===== config.mk =====
export PLATFORM = sky130hd
export DESIGN_NAME = sdram_req_queue_flat
export DESIGN_NICKNAME = d
export VERILOG_FILES = /design/src/rtl/sdram_req_queue_if.sv /design/src/rtl/sdram_req_queue.sv /design/src/flat_wrapper.sv
export SDC_FILE = /design/constraint.sdc
export NUM_CORES = 1
export LEC_CHECK = 0
export ABC_AREA = 0
export BUFFER_PORTS_ARGS = -buffer_cell sky130_fd_sc_hd__buf_2
export CELL_PAD_IN_SITES_DETAIL_PLACEMENT = 1
export CELL_PAD_IN_SITES_GLOBAL_PLACEMENT = 1
export CORE_MARGIN = 8
export CORE_UTILIZATION = 32
export CTS_CLUSTER_SIZE = 28
export DETAILED_ROUTE_END_ITERATION = 8
export PLACE_DENSITY_LB_ADDON = 0.1
export SYNTH_ARGS = -nofsm -noshare
export SYNTH_HDL_FRONTEND = slang
export SYNTH_SLANG_ARGS = --single-unit
export TNS_END_PERCENT = 1

===== constraint.sdc =====
create_clock -name i_clk -period 4.2 [get_ports i_clk]
set_clock_uncertainty 0.1 [all_clocks]
set_input_delay 1.05 -clock i_clk [delete_from_list [all_inputs] [get_ports i_clk]]
set_output_delay 1.05 -clock i_clk [all_outputs]
set_load 0.005 [all_outputs]

===== src/rtl/sdram_req_queue_if.sv =====
// Host-request and SDRAM-controller signal bundle for sdram_req_queue.
// The queue takes the slave modport; the host/controller side takes master.
interface sdram_req_queue_if #(
  parameter int DEPTH    = 4,
  parameter int A_WIDTH  = 23,
  parameter int BA_WIDTH = 2,
  parameter int D_WIDTH  = 16
);
  localparam int L_WIDTH = $clog2(DEPTH) + 1;

  logic                i_req_valid;
  logic                o_req_ready;
  logic                i_req_rw;
  logic [A_WIDTH-1:0]  i_req_addr;
  logic [BA_WIDTH-1:0] i_req_ba;
  logic [D_WIDTH-1:0]  i_req_data;
  logic [L_WIDTH-1:0]  o_level;
  logic                i_init_done;
  logic                i_busy;
  logic [D_WIDTH-1:0]  i_rd_data;
  logic                o_initial;
  logic                o_rw;
  logic [A_WIDTH-1:0]  o_addr;
  logic [BA_WIDTH-1:0] o_ba;
  logic [D_WIDTH-1:0]  o_wdata;
  logic                o_rsp_valid;
  logic                o_rsp_rw;
  logic [D_WIDTH-1:0]  o_rsp_data;
  logic                o_err;

  modport slave (
    input  i_req_valid, i_req_rw, i_req_addr, i_req_ba, i_req_data,
    input  i_init_done, i_busy, i_rd_data,
    output o_req_ready, o_level, o_initial, o_rw, o_addr, o_ba, o_wdata,
    output o_rsp_valid, o_rsp_rw, o_rsp_data, o_err
  );

  modport master (
    output i_req_valid, i_req_rw, i_req_addr, i_req_ba, i_req_data,
    output i_init_done, i_busy, i_rd_data,
    input  o_req_ready, o_level, o_initial, o_rw, o_addr, o_ba, o_wdata,
    input  o_rsp_valid, o_rsp_rw, o_rsp_data, o_err
  );
endinterface


===== src/rtl/sdram_req_queue.sv =====
// Request FIFO in front of SDRAM_controller: issues one request at a time with an
// i_initial pulse, follows the o_busy rise/fall handshake and returns a response.
module sdram_req_queue #(
  parameter int DEPTH    = 4,
  parameter int A_WIDTH  = 23,
  parameter int BA_WIDTH = 2,
  parameter int D_WIDTH  = 16,
  parameter int TIMEOUT  = 8
) (
  input  logic               i_clk,
  input  logic               i_rst,
  sdram_req_queue_if.slave   bus
);
  localparam int IDX_W = $clog2(DEPTH);
  localparam int PTR_W = IDX_W + 1;
  localparam int CNT_W = $clog2(TIMEOUT + 1);

  typedef struct packed {
    logic                rw;
    logic [A_WIDTH-1:0]  addr;
    logic [BA_WIDTH-1:0] ba;
    logic [D_WIDTH-1:0]  data;
  } entry_t;

  typedef enum logic [2:0] {
    ST_IDLE      = 3'd0,
    ST_ISSUE     = 3'd1,
    ST_WAIT_BUSY = 3'd2,
    ST_WAIT_DONE = 3'd3,
    ST_RESP      = 3'd4
  } state_t;

  entry_t              mem_r [DEPTH];
  logic [PTR_W-1:0]    wr_ptr_r;
  logic [PTR_W-1:0]    rd_ptr_r;
  logic [PTR_W-1:0]    level_r;
  state_t              state_r;
  state_t              state_s;
  logic [CNT_W-1:0]    cnt_r;
  logic [CNT_W-1:0]    cnt_s;
  logic                err_s;
  logic                capture_s;
  logic                full_s;
  logic                empty_s;
  logic                push_s;
  logic                pop_s;
  entry_t              entry_in_s;
  entry_t              head_s;
  logic                initial_r;
  logic                rw_r;
  logic [A_WIDTH-1:0]  addr_r;
  logic [BA_WIDTH-1:0] ba_r;
  logic [D_WIDTH-1:0]  wdata_r;
  logic                rsp_valid_r;
  logic                rsp_rw_r;
  logic [D_WIDTH-1:0]  rsp_data_r;
  logic                err_r;

  assign full_s  = (wr_ptr_r[IDX_W-1:0] == rd_ptr_r[IDX_W-1:0]) &&
                   (wr_ptr_r[PTR_W-1] != rd_ptr_r[PTR_W-1]);
  assign empty_s = (wr_ptr_r == rd_ptr_r);
  // Ready reflects the pre-pop state, so a full queue never accepts on a pop cycle.
  assign push_s  = bus.i_req_valid && !full_s;
  assign pop_s   = (state_r == ST_IDLE) && !empty_s && bus.i_init_done && !bus.i_busy;

  assign entry_in_s = {bus.i_req_rw, bus.i_req_addr, bus.i_req_ba, bus.i_req_data};
  assign head_s     = mem_r[rd_ptr_r[IDX_W-1:0]];

  // FIFO storage, pointers and occupancy
  always_ff @(posedge i_clk or negedge i_rst) begin
    if (!i_rst) begin
      for (int i = 0; i < DEPTH; i++) begin
        mem_r[i] <= '0;
      end
      wr_ptr_r <= '0;
      rd_ptr_r <= '0;
      level_r  <= '0;
    end else begin
      if (push_s) begin
        mem_r[wr_ptr_r[IDX_W-1:0]] <= entry_in_s;
        wr_ptr_r <= wr_ptr_r + PTR_W'(1);
      end
      if (pop_s) begin
        rd_ptr_r <= rd_ptr_r + PTR_W'(1);
      end
      case ({push_s, pop_s})
        2'b10:   level_r <= level_r + PTR_W'(1);
        2'b01:   level_r <= level_r - PTR_W'(1);
        default: level_r <= level_r;
      endcase
    end
  end

  // Issue FSM next-state; cnt_r numbers the current WAIT_BUSY cycle starting at 1
  always_comb begin
    state_s   = state_r;
    cnt_s     = cnt_r;
    err_s     = 1'b0;
    capture_s = 1'b0;
    case (state_r)
      ST_IDLE: begin
        if (pop_s) state_s = ST_ISSUE;
        else       state_s = ST_IDLE;
      end
      ST_ISSUE: begin
        state_s = ST_WAIT_BUSY;
        cnt_s   = CNT_W'(1);
      end
      ST_WAIT_BUSY: begin
        cnt_s = cnt_r + CNT_W'(1);
        if (bus.i_busy) begin
          state_s = ST_WAIT_DONE;
        end else if (cnt_s == CNT_W'(TIMEOUT)) begin
          state_s = ST_IDLE;
          err_s   = 1'b1;
        end else begin
          state_s = ST_WAIT_BUSY;
        end
      end
      ST_WAIT_DONE: begin
        if (!bus.i_busy) begin
          state_s   = ST_RESP;
          capture_s = 1'b1;
        end else begin
          state_s = ST_WAIT_DONE;
        end
      end
      ST_RESP: state_s = ST_IDLE;
      default: state_s = ST_IDLE;
    endcase
  end

  // FSM state, counter and per-state output pulses
  always_ff @(posedge i_clk or negedge i_rst) begin
    if (!i_rst) begin
      state_r     <= ST_IDLE;
      cnt_r       <= '0;
      initial_r   <= 1'b0;
      rsp_valid_r <= 1'b0;
      err_r       <= 1'b0;
    end else begin
      state_r     <= state_s;
      cnt_r       <= cnt_s;
      initial_r   <= (state_s == ST_ISSUE);
      rsp_valid_r <= (state_s == ST_RESP);
      err_r       <= err_s;
    end
  end

  // Command latched at pop and held until the next pop; response captured at busy fall
  always_ff @(posedge i_clk or negedge i_rst) begin
    if (!i_rst) begin
      rw_r       <= 1'b0;
      addr_r     <= '0;
      ba_r       <= '0;
      wdata_r    <= '0;
      rsp_rw_r   <= 1'b0;
      rsp_data_r <= '0;
    end else begin
      if (pop_s) begin
        rw_r    <= head_s.rw;
        addr_r  <= head_s.addr;
        ba_r    <= head_s.ba;
        wdata_r <= head_s.data;
      end
      if (capture_s) begin
        rsp_rw_r   <= rw_r;
        rsp_data_r <= rw_r ? '0 : bus.i_rd_data;
      end
    end
  end

  assign bus.o_req_ready = !full_s;
  assign bus.o_level     = level_r;
  assign bus.o_initial   = initial_r;
  assign bus.o_rw        = rw_r;
  assign bus.o_addr      = addr_r;
  assign bus.o_ba        = ba_r;
  assign bus.o_wdata     = wdata_r;
  assign bus.o_rsp_valid = rsp_valid_r;
  assign bus.o_rsp_rw    = rsp_rw_r;
  assign bus.o_rsp_data  = rsp_data_r;
  assign bus.o_err       = err_r;
endmodule


===== src/flat_wrapper.sv =====
// flat-port wrapper written by rule: the top's interface ports become plain ports
module sdram_req_queue_flat 
#(
  parameter int DEPTH    = 4,
  parameter int A_WIDTH  = 23,
  parameter int BA_WIDTH = 2,
  parameter int D_WIDTH  = 16,
  parameter int TIMEOUT  = 8
)
  (i_clk, i_rst, bus_i_req_valid, bus_i_req_rw, bus_i_req_addr, bus_i_req_ba, bus_i_req_data, bus_i_init_done, bus_i_busy, bus_i_rd_data, bus_o_req_ready, bus_o_level, bus_o_initial, bus_o_rw, bus_o_addr, bus_o_ba, bus_o_wdata, bus_o_rsp_valid, bus_o_rsp_rw, bus_o_rsp_data, bus_o_err);
  sdram_req_queue_if #(.DEPTH(DEPTH), .A_WIDTH(A_WIDTH), .BA_WIDTH(BA_WIDTH), .D_WIDTH(D_WIDTH)) bus_i ();
  input  logic i_clk;
  input  logic i_rst;
  input wire logic [$bits(bus_i.i_req_valid)-1:0] bus_i_req_valid;
  input wire logic [$bits(bus_i.i_req_rw)-1:0] bus_i_req_rw;
  input wire logic [$bits(bus_i.i_req_addr)-1:0] bus_i_req_addr;
  input wire logic [$bits(bus_i.i_req_ba)-1:0] bus_i_req_ba;
  input wire logic [$bits(bus_i.i_req_data)-1:0] bus_i_req_data;
  input wire logic [$bits(bus_i.i_init_done)-1:0] bus_i_init_done;
  input wire logic [$bits(bus_i.i_busy)-1:0] bus_i_busy;
  input wire logic [$bits(bus_i.i_rd_data)-1:0] bus_i_rd_data;
  output wire logic [$bits(bus_i.o_req_ready)-1:0] bus_o_req_ready;
  output wire logic [$bits(bus_i.o_level)-1:0] bus_o_level;
  output wire logic [$bits(bus_i.o_initial)-1:0] bus_o_initial;
  output wire logic [$bits(bus_i.o_rw)-1:0] bus_o_rw;
  output wire logic [$bits(bus_i.o_addr)-1:0] bus_o_addr;
  output wire logic [$bits(bus_i.o_ba)-1:0] bus_o_ba;
  output wire logic [$bits(bus_i.o_wdata)-1:0] bus_o_wdata;
  output wire logic [$bits(bus_i.o_rsp_valid)-1:0] bus_o_rsp_valid;
  output wire logic [$bits(bus_i.o_rsp_rw)-1:0] bus_o_rsp_rw;
  output wire logic [$bits(bus_i.o_rsp_data)-1:0] bus_o_rsp_data;
  output wire logic [$bits(bus_i.o_err)-1:0] bus_o_err;
  assign bus_i.i_req_valid = bus_i_req_valid;
  assign bus_i.i_req_rw = bus_i_req_rw;
  assign bus_i.i_req_addr = bus_i_req_addr;
  assign bus_i.i_req_ba = bus_i_req_ba;
  assign bus_i.i_req_data = bus_i_req_data;
  assign bus_i.i_init_done = bus_i_init_done;
  assign bus_i.i_busy = bus_i_busy;
  assign bus_i.i_rd_data = bus_i_rd_data;
  assign bus_o_req_ready = bus_i.o_req_ready;
  assign bus_o_level = bus_i.o_level;
  assign bus_o_initial = bus_i.o_initial;
  assign bus_o_rw = bus_i.o_rw;
  assign bus_o_addr = bus_i.o_addr;
  assign bus_o_ba = bus_i.o_ba;
  assign bus_o_wdata = bus_i.o_wdata;
  assign bus_o_rsp_valid = bus_i.o_rsp_valid;
  assign bus_o_rsp_rw = bus_i.o_rsp_rw;
  assign bus_o_rsp_data = bus_i.o_rsp_data;
  assign bus_o_err = bus_i.o_err;
  sdram_req_queue #(.DEPTH(DEPTH), .A_WIDTH(A_WIDTH), .BA_WIDTH(BA_WIDTH), .D_WIDTH(D_WIDTH), .TIMEOUT(TIMEOUT)) u_core (.i_clk(i_clk), .i_rst(i_rst), .bus(bus_i));
endmodule

==> out/results.ini <==
[critical_path]
slowest_delay_ns = 0.64
crit_chain = xnor2_2 -> nand3_1 -> buf_2
crit_required_ns = 3.05
cp_num_buf_inv = 1
timing.critical_path.to_type = output pin
cp_slowest_cell = dfrtp_4
crit_type = reg -> out
critPathLaunchType = flip-flop
crit_family = flip-flops
path_max_fanout = 16
arrival_ns = 1.78

[detailed_routing]
wl_per_cell_um = 21.4
wl_met1_um = 11900
wl_met2_um = 13900
final_antenna_net_count = 0
dr.first_iter.drc_count = 128
routed_via_density = 4.70
drc = 0
finalWirelength_um = 27100
first_pass_iters = 4
routed-wl-met3_um = 880
routed.top_layer = met4
dr_total_vias = 5951

[floorplan]
initial_utilization_pct = 32.4
die_h_um = 203
core_area_um2 = 34500
die_area_um2 = 41200
die_x_um = 203
io_pins = 129
row_count = 68

[timing]
max_slew.worst_pin.slew_ns = 1.15
setup_viol = 0
final_max_slew_viol_count = 0
fmax_mhz = 341
finalCritPeriodShare_pct = 69.8
min_period_ns = 2.93
hold_ws_ns = 0.377
rsz0062_at_grt = no
tns_ns = 0
slew_headroom_pct = 23.3
finalHoldViolations = 0

[synthesis]
ys_types = 35
synthTopCellsByArea = dfrtp_1 55%, mux2_4 21%, mux4_2 8.4%
ys_seq_elements = 246
synth_top_area_share_pct = 55.0
avgSynthCellArea_um2 = 16.9
syn-num-nets = 736
synth_area_um2 = 11200
ys.flop_type = dfrtp_1
yosysSeqAreaShare_pct = 55.0
ys_async_sr_fraction_pct = 100
syn_inst = 664
ys.warnings.count = 0
post-synth-top-count-cell = dfrtp_1
synthTopCellsByCount = 246 x dfrtp_1, 159 x mux2_4, 53 x mux2_2
synth_top_area_cell = dfrtp_1
synth_edf_count = 0

[flow_run]
drv_cap = 0

[global_routing]
grt_pass1_wl_um = 43600
antenna_found_initial = 0
grtUsageTotal_pct = 13.3
overflow = 0
grt_max_degree = 89
grt_pass1_vias = 7095

[layout]
fill_cells = 3559
antenna_cells = 0
area_delta_synth_final_pct = 16.9
drive_gt1_share_pct = 54.7
num-nets-final = 862

[status]
status = finished clean

[cts]
cts_setup_buffers = 0
htreeDepth = 1
clkTransAtPathRegs_ns = 0.06
cts_buffers = 29
cts_hold_buf = 0
cts_resized = 0
cts_buffer_depth = 3
cts.sinks = 246
root_buffer = clkbuf_16
clk_latency_ns = 0.55
cts_tree = done

[placement]
dp_hpwl_um = 16800
routabilityCongestion = 0.722
port_buffers = 128

[worst_hold_path]
hp-class = reg -> reg

[power_and_ir_drop]
power.density_nw_per_um2 = 846
vdd_drop_max_mv = 0.328
p_leak_uw = 0.00600

==> area by class of cell <==
cell class / instances / area [um^2] / share of cell area [%]
multi-input combinational: 363 / 4680 / 35.7
timing repair buffer: 136 / 736 / 5.62
clock inverter: 8 / 55.1 / 0.421
clock buffer: 43 / 838 / 6.40
tap: 455 / 569 / 4.35
sequential: 246 / 6160 / 47.1
inverter: 14 / 52.6 / 0.401
==> per-layer routing <==
metal  up-vias  GRT usage (%)
met1      3210           17.4
met5         -              0
met2        94           22.8
met3        19           2.15
met4         0           2.87
li1       2628              -
==> placed cells by master, fill, tap and decap left out, types with 2 or more instances in the layout <==
cell / instances
clkbuf_1: 8
nand2_1: 22
clkbuf_16: 29
mux2_4: 159
clkinv_2: 7
nor4b_1: 2
dfrtp_1: 244
and2_4: 4
mux2_2: 53
nand2b_1: 16
nor2_1: 4
buf_12: 2
ha_1: 8
xnor2_2: 2
o211ai_1: 2
xor2_1: 5
nand3_1: 2
mux4_2: 42
inv_1: 14
nor3b_1: 2
buf_4: 6
xnor2_1: 4
a21oi_1: 4
o21ai_0: 21
clkbuf_8: 6
buf_2: 127
==> sequential cells by signal, indices dropped and copies added (netlist names), 2 cells and up <==
register and flops:
u_core.mem_r 168, u_core.cnt_r 4, u_core.state_r 3, u_core.bus.o_ba 2, u_core.bus.o_level 3, u_core.wr_ptr_r 3, u_core.bus.o_addr 23, u_core.bus.o_rsp_data 16
u_core.bus.o_wdata 16, u_core.rd_ptr_r 3
==> stage by stage <==
stage	std cells	cell area [um^2]	total power [uW]	setup WS [ns]	utilization [%]
floorplan	664	11200	7560	1.27	-
global placement	1214	12200	8660	1.20	35.3
detailed placement	1214	12200	8860	1.19	35.3
CTS	1265	13100	11300	1.19	37.9
global route	1265	13100	11800	1.16	37.9
finish	1265	13100	11100	1.27	37.9
==> cell families after synthesis <==
group | after synthesis | synth area share, %
compound gates | 33 | 1.81
xor+xnor | 12 | 1.14
fa+ha+maj | 9 | 1.07
buf+inv | 55 | 3.32
flops | 246 | 55.0
mux | 255 | 35.2
simple gates | 54 | 2.49
==> worst paths after layout <==
check | startpoint | endpoint | slack, ns | cells after the start
min in group asynchronous | i_rst | u_core.bus.o_wdata[6] | 0.42 | 1
max in group asynchronous | i_rst | u_core.mem_r[39] | 2.63 | 2
setup / recovery | u_core.rd_ptr_r[0] | bus_o_req_ready | 1.27 | 3
setup reg to reg | u_core.rd_ptr_r[0] | u_core.mem_r[125] | 1.44 | 4
hold reg to reg | u_core.bus.o_level[2] | u_core.bus.o_level[2] | 0.38 | 1
hold / removal | u_core.bus.o_level[2] | u_core.bus.o_level[2] | 0.38 | 1
==> report_power, final <==
part           switching [uW]  total, uW  internal [uW]
clock network             995       2370           1380
registers                 773       4350           3580
logic                    1620       4360           2740
No activity file was read; power rests on OpenSTA's default activity.
